==> src/rtl/loop_seq_ctrl_pkg.sv <==
// Shared definitions for the loop sequencer: state encoding and parameter defaults.
// Defining LOOP_SEQ_WRAP_EN lets runs with last_idx < first_idx wrap through the top index.
package loop_seq_ctrl_pkg;

    localparam int IDX_W_DEF   = 3;
    localparam int TIMEOUT_DEF = 15;

`ifdef LOOP_SEQ_WRAP_EN
    localparam bit WRAP_EN = 1'b1;
`else
    localparam bit WRAP_EN = 1'b0;
`endif

    typedef enum logic [2:0] {
        ST_IDLE  = 3'd0,
        ST_LOAD  = 3'd1,
        ST_ISSUE = 3'd2,
        ST_STEP  = 3'd3,
        ST_FIN   = 3'd4
    } state_e;

endpackage

==> src/rtl/loop_seq_ctrl_if.sv <==
// Counter and element-processor signals seen by the loop sequencer.
// master = the sequencer, slave = counter plus element processor.
interface loop_seq_ctrl_if #(
    parameter int IDX_W = 3
) ();

    logic             cnt_ld;
    logic             cnt_inc;
    logic [IDX_W-1:0] cnt_data;
    logic [IDX_W-1:0] cnt_out;
    logic             elem_req;
    logic             elem_ack;

    modport master (
        output cnt_ld,
        output cnt_inc,
        output cnt_data,
        output elem_req,
        input  cnt_out,
        input  elem_ack
    );

    modport slave (
        input  cnt_ld,
        input  cnt_inc,
        input  cnt_data,
        input  elem_req,
        output cnt_out,
        output elem_ack
    );

endinterface

==> src/rtl/loop_seq_timer.sv <==
// Per-element acknowledge wait counter; hit_o flags the waiting cycle that
// would bring the count to TIMEOUT (never asserted when TIMEOUT is 0).
module loop_seq_timer #(
    parameter int TIMEOUT = 15
) (
    input  logic clk,
    input  logic reset,
    input  logic clr_i,
    input  logic en_i,
    output logic hit_o
);

    localparam int TW  = (TIMEOUT > 1) ? $clog2(TIMEOUT + 1) : 1;
    localparam int LIM = (TIMEOUT > 0) ? TIMEOUT - 1 : 0;
    localparam logic [TW-1:0] LIM_V = TW'(LIM);

    logic [TW-1:0] cnt_q;

    always_ff @(posedge clk) begin
        if (reset || clr_i) begin
            cnt_q <= '0;
        end else if (en_i) begin
            cnt_q <= cnt_q + TW'(1);
        end
    end

    assign hit_o = (TIMEOUT != 0) && en_i && (cnt_q == LIM_V);

endmodule

==> src/rtl/loop_seq_ctrl.sv <==
// Loop sequencer: steps an external loadable counter over [first_idx..last_idx] with one
// req/ack handshake per index. LOOP_SEQ_WRAP_EN allows wrapping ranges (last < first).
module loop_seq_ctrl
    import loop_seq_ctrl_pkg::*;
#(
    parameter int IDX_W   = IDX_W_DEF,
    parameter int TIMEOUT = TIMEOUT_DEF
) (
    input  logic             clk,
    input  logic             reset,
    input  logic             start,
    input  logic [IDX_W-1:0] first_idx,
    input  logic [IDX_W-1:0] last_idx,
    output logic             busy,
    output logic             done,
    output logic             err,
    loop_seq_ctrl_if.master  bus
);

    state_e           state_q;
    logic [IDX_W-1:0] first_q;
    logic [IDX_W-1:0] last_q;
    logic             cnt_ld_q;
    logic             cnt_inc_q;
    logic             elem_req_q;
    logic             busy_q;
    logic             done_q;
    logic             err_q;
    logic             tmr_hit;
    logic             tmr_en;
    logic             tmr_clr;

    function automatic logic range_ok(input logic [IDX_W-1:0] f, input logic [IDX_W-1:0] l);
        return WRAP_EN || (l >= f);
    endfunction

    assign tmr_en  = (state_q == ST_ISSUE) && !bus.elem_ack;
    assign tmr_clr = (state_q != ST_ISSUE);

    loop_seq_timer #(
        .TIMEOUT (TIMEOUT)
    ) u_timer (
        .clk   (clk),
        .reset (reset),
        .clr_i (tmr_clr),
        .en_i  (tmr_en),
        .hit_o (tmr_hit)
    );

    // Outputs are registered alongside the state they belong to.
    always_ff @(posedge clk) begin
        if (reset) begin
            state_q    <= ST_IDLE;
            first_q    <= '0;
            last_q     <= '0;
            cnt_ld_q   <= 1'b0;
            cnt_inc_q  <= 1'b0;
            elem_req_q <= 1'b0;
            busy_q     <= 1'b0;
            done_q     <= 1'b0;
            err_q      <= 1'b0;
        end else begin
            cnt_ld_q  <= 1'b0;
            cnt_inc_q <= 1'b0;
            done_q    <= 1'b0;
            err_q     <= 1'b0;
            case (state_q)
                ST_IDLE: begin
                    elem_req_q <= 1'b0;
                    busy_q     <= 1'b0;
                    if (start) begin
                        first_q <= first_idx;
                        last_q  <= last_idx;
                        if (range_ok(first_idx, last_idx)) begin
                            state_q  <= ST_LOAD;
                            cnt_ld_q <= 1'b1;
                            busy_q   <= 1'b1;
                        end else begin
                            err_q <= 1'b1;
                        end
                    end
                end
                ST_LOAD: begin
                    state_q    <= ST_ISSUE;
                    elem_req_q <= 1'b1;
                end
                ST_ISSUE: begin
                    // An ack on the limit cycle still counts as a completed handshake.
                    if (bus.elem_ack) begin
                        elem_req_q <= 1'b0;
                        if (bus.cnt_out == last_q) begin
                            state_q <= ST_FIN;
                            done_q  <= 1'b1;
                        end else begin
                            state_q   <= ST_STEP;
                            cnt_inc_q <= 1'b1;
                        end
                    end else if (tmr_hit) begin
                        state_q    <= ST_IDLE;
                        elem_req_q <= 1'b0;
                        busy_q     <= 1'b0;
                        err_q      <= 1'b1;
                    end
                end
                ST_STEP: begin
                    state_q    <= ST_ISSUE;
                    elem_req_q <= 1'b1;
                end
                ST_FIN: begin
                    state_q <= ST_IDLE;
                    busy_q  <= 1'b0;
                end
                default: begin
                    state_q    <= ST_IDLE;
                    elem_req_q <= 1'b0;
                    busy_q     <= 1'b0;
                end
            endcase
        end
    end

    assign bus.cnt_ld   = cnt_ld_q;
    assign bus.cnt_inc  = cnt_inc_q;
    assign bus.cnt_data = first_q;
    assign bus.elem_req = elem_req_q;
    assign busy         = busy_q;
    assign done         = done_q;
    assign err          = err_q;

endmodule
==> src/flat_wrapper.sv <==
// flat-port wrapper written by rule: the top's interface ports become plain ports
module loop_seq_ctrl_flat import loop_seq_ctrl_pkg::*;
#(
    parameter int IDX_W   = IDX_W_DEF,
    parameter int TIMEOUT = TIMEOUT_DEF
)
  (clk, reset, start, first_idx, last_idx, busy, done, err, bus_cnt_ld, bus_cnt_inc, bus_cnt_data, bus_elem_req, bus_cnt_out, bus_elem_ack);
  loop_seq_ctrl_if #(.IDX_W(IDX_W)) bus_i ();
  input  logic clk;
  input  logic reset;
  input  logic start;
  input  logic [IDX_W-1:0] first_idx;
  input  logic [IDX_W-1:0] last_idx;
  output logic busy;
  output logic done;
  output logic err;
  output wire logic [$bits(bus_i.cnt_ld)-1:0] bus_cnt_ld;
  output wire logic [$bits(bus_i.cnt_inc)-1:0] bus_cnt_inc;
  output wire logic [$bits(bus_i.cnt_data)-1:0] bus_cnt_data;
  output wire logic [$bits(bus_i.elem_req)-1:0] bus_elem_req;
  input wire logic [$bits(bus_i.cnt_out)-1:0] bus_cnt_out;
  input wire logic [$bits(bus_i.elem_ack)-1:0] bus_elem_ack;
  assign bus_cnt_ld = bus_i.cnt_ld;
  assign bus_cnt_inc = bus_i.cnt_inc;
  assign bus_cnt_data = bus_i.cnt_data;
  assign bus_elem_req = bus_i.elem_req;
  assign bus_i.cnt_out = bus_cnt_out;
  assign bus_i.elem_ack = bus_elem_ack;
  loop_seq_ctrl #(.IDX_W(IDX_W), .TIMEOUT(TIMEOUT)) u_core (.clk(clk), .reset(reset), .start(start), .first_idx(first_idx), .last_idx(last_idx), .busy(busy), .done(done), .err(err), .bus(bus_i));
endmodule
==> config.mk <==
export PLATFORM = sky130hd
export DESIGN_NAME = loop_seq_ctrl_flat
export DESIGN_NICKNAME = d
export VERILOG_FILES = /design/src/rtl/loop_seq_ctrl_pkg.sv /design/src/rtl/loop_seq_ctrl_if.sv /design/src/rtl/loop_seq_timer.sv /design/src/rtl/loop_seq_ctrl.sv /design/src/flat_wrapper.sv
export SDC_FILE = /design/constraint.sdc
export NUM_CORES = 1
export LEC_CHECK = 0
export CORE_MARGIN = 1
export CORE_UTILIZATION = 30
export DETAILED_ROUTE_END_ITERATION = 10
export SLEW_MARGIN = 15
export SYNTH_ARGS = -nofsm -noshare
export SYNTH_HDL_FRONTEND = slang
export SYNTH_HIERARCHICAL = 1
export SYNTH_SLANG_ARGS = --single-unit
==> constraint.sdc <==
create_clock -name clk -period 2.8 [get_ports clk]
set_clock_uncertainty 0.2 [all_clocks]
set_input_delay 0.42 -clock clk [delete_from_list [all_inputs] [get_ports clk]]
set_output_delay 0.42 -clock clk [all_outputs]
set_load 0.05 [all_outputs]
==> summary.txt <==
result of the run: completed
First-pass DRT Iterations: 4
total number of nets in the final design: 134
CTS tree: done
clock network latency to the later pin of the worst-skew pair: 290 ps
flop and latch count out of synthesis: 19
global route total overflow: 0
cell type contributing the most total cell area after synthesis: sky130_fd_sc_hd__dfxtp_1
critical path endpoint category: flop
share of synthesized area occupied by flip-flops and latches: 0.423
required time worst endpoint: 2800 ps
post-route minimum period: 2150 ps
number of instances in the synthesized netlist: 91
clk sink count: 19
num rows: 19
worst reg2reg endpoint: u_core/busy
fraction of layout cells with a size suffix above 1: 0.113
share of the core filled with cells in the final layout: 0.417
relative slew slack: 0.603
DRC: 0
growth of design area from synthesis to finish: 30.2%
area share of the largest cell type after synthesis: 0.423
Routed WL per cell: 11.1 um
area of the mapped netlist: 898 um2
highest clock frequency the design can meet: 464 MHz
RSZ-0062 raised after global routing: no
Clk Tree Root Cell: sky130_fd_sc_hd__clkbuf_4
buffer and inverter count on the worst path: 0
number of library cell types mapped by synthesis: 35
slack of the worst reg-to-reg path: 650 ps
leading cell type in the layout, fill and taps excluded: sky130_fd_sc_hd__clkdlybuf4s50_1
leading post-synthesis cells by cell area: sky130_fd_sc_hd__dfxtp_1 (42%), sky130_fd_sc_hd__ha_1 (7.0%), sky130_fd_sc_hd__mux2i_1 (6.7%)
data arrival time of the critical path: 2150 ps
total detailed-routing wirelength: 1630 um
antenna-violating nets left: 0
critical path's slowest cell: sky130_fd_sc_hd__or3b_4
# Post-CTS Setup Buffers: 0
Max Root-Sink Buffers: 2
Routability Congestion: 0.764
worst flop-to-flop path startpoint: u_core/state_q[1]
Finished Cell Area: 1170 um2
synthesized net count: 109
average vias per placed instance: 4.99
Pleak: 0.461 nW
Final Max Tran Viols: 0
Overall Power: 0.637 mW
filler instances: 285
number of global-route vias before repair: 699
die extent in y: 56.7 um
Endpoint, Worst Hold: u_core/busy
number of enable flip-flop cells after synthesis: 0
category of the most critical setup path: flop to flop
Via Count: 728
most frequent cells in the layout: sky130_fd_sc_hd__clkdlybuf4s50_1 (21), sky130_fd_sc_hd__dfxtp_1 (19), sky130_fd_sc_hd__nor2_1 (11), sky130_fd_sc_hd__nor3_1 (7), sky130_fd_sc_hd__mux2i_1 (6)
instance area after placement: 1140 um2
Clk pin slew, worst setup/hold paths: 100 ps
starting density of the core: 0.320
main flop type after synthesis: sky130_fd_sc_hd__dfxtp_1
number of antenna violations at the first check in global routing: 0
number of hold-slack violations in the final timing report: 0
power per standard cell area: 544 nW/um2
total inserted antenna cells: 0
average cell area after synthesis: 9.87 um2
count of boundary I/O pins: 22
largest net degree at the start of global routing: 17
fraction of synthesis flops using an asynchronous set or reset pin: 0
number of setup violations in the final report: 0
maximum cell stage delay along the critical path: 460 ps
hold path startpoint: u_core/busy
number of levels the H-tree was split into: 1
Overall Global Routing Usage: 0.118
total of cells resized after clock tree synthesis: 0
pin slew with the least headroom to its limit: 593 ps
first-pass GRT wire length: 2960 um
Final period util: 0.769
detailed placement HPWL: 1300 um
Top Family by Delay on Critical Path: simple AND/OR/NAND/NOR gates
Final TNS setup: 0 ps
area of the die: 3220 um2
YS warnings: 6
Hold Path Cell Cnt: 1
Fin Hold WS: 267 ps
number of buffers inserted by hold repair at cts: 0
quantity of I/O buffers inserted on ports: 21
peak supply drop: 0.230 mV
floorplan die width: 56.7 um
CTS Buf Count: 3
FF-to-FF path depth: 7
worst min-delay path category: flop to flop
cell-by-cell listing of the critical path: or3b_4 > nor2_4 > and4_2 > nand2b_1 > a21oi_1 > nor3_1 > a21o_1
Worst setup SP type: flop
highest net fanout along the worst path: 8
number of max-cap violations: 0
Core Area: 2810 um2
number of violations reported at the end of detailed-routing iteration 0: 10
synth_stat cells, types with 2 or more instances:
master and number:
sky130_fd_sc_hd__a21o_1 2, sky130_fd_sc_hd__nand2b_1 3, sky130_fd_sc_hd__a211oi_1 2, sky130_fd_sc_hd__mux2i_1 6, sky130_fd_sc_hd__dfxtp_1 19, sky130_fd_sc_hd__xor2_1 3, sky130_fd_sc_hd__o21ai_0 3, sky130_fd_sc_hd__nor3_1 7
sky130_fd_sc_hd__ha_1 5, sky130_fd_sc_hd__inv_1 5, sky130_fd_sc_hd__a21oi_1 2, sky130_fd_sc_hd__nor2_1 11
layout make-up:
class | count | area, um2 | area share
multi-input combinational | 65 | 488 | 0.417
sequential | 19 | 380 | 0.325
timing repair buffer | 22 | 218 | 0.186
tap | 31 | 38.8 | 0.0332
clock buffer | 4 | 26.3 | 0.0225
inverter | 5 | 18.8 | 0.0160
routing by layer:
layer  routed length (um)  vias to the layer above  track usage
li1                     -                      371            -
met1                  750                      336        0.148
met2                  788                       17        0.185
met3                   54                        4       0.0207
met4                   34                        0       0.0786
met5                    0                        -            0
power breakdown:
group,internal [mW],total [mW],switching (mW),leakage (nW)
clock network,0.0554,0.136,0.0810,0.0150
logic,0.0851,0.189,0.104,0.291
registers,0.292,0.312,0.0191,0.155
total,0.433,0.637,0.204,0.461
registers in the layout (all words and copies together), names as in the netlist:
name	count
u_core/busy	1
u_core/bus.cnt_ld	1
u_core/u_timer/cnt_q	4
u_core/state_q	3
u_core/bus.cnt_data	3
u_core/bus.elem_req	1
u_core/err	1
u_core/done	1
u_core/bus.cnt_inc	1
u_core/last_q	3
worst reg2reg max path, stage by stage (launching register included):
cell and delay, ps:
sky130_fd_sc_hd__dfxtp_1 450, sky130_fd_sc_hd__or3b_4 460, sky130_fd_sc_hd__nor2_4 190, sky130_fd_sc_hd__and4_2 290
sky130_fd_sc_hd__nand2b_1 60, sky130_fd_sc_hd__a21oi_1 140, sky130_fd_sc_hd__nor3_1 70, sky130_fd_sc_hd__a21o_1 200
how the worst max path moves through the flow:
stage,from,end,slack (ps),cells past startpoint
final,u_core/state_q[1],u_core/busy,650,7
after global placement,first_idx[2],u_core/busy,520,7
after detailed placement,first_idx[2],u_core/busy,510,7
after CTS,u_core/state_q[1],u_core/busy,630,7
after global routing,u_core/state_q[1],u_core/busy,490,7
after floorplan,u_core/state_q[1],u_core/busy,810,7
cell families after synthesis:
logic type               share of synthesized area
flip-flops                                   0.423
buffers and inverters                       0.0334
AO/OA/AOI/OAI                                0.124
AND/OR/NAND/NOR                              0.231
adder cells (fa/ha/maj)                     0.0696
XOR/XNOR                                    0.0390
multiplexers                                0.0794
per-stage QoR:
step                setup slack, ps  std cells
floorplan                       806         91
global placement                516        142
detailed placement              510        142
CTS                             635        146
global route                    492        146
finish                          647        146
Power figures use the tool's default switching activity.
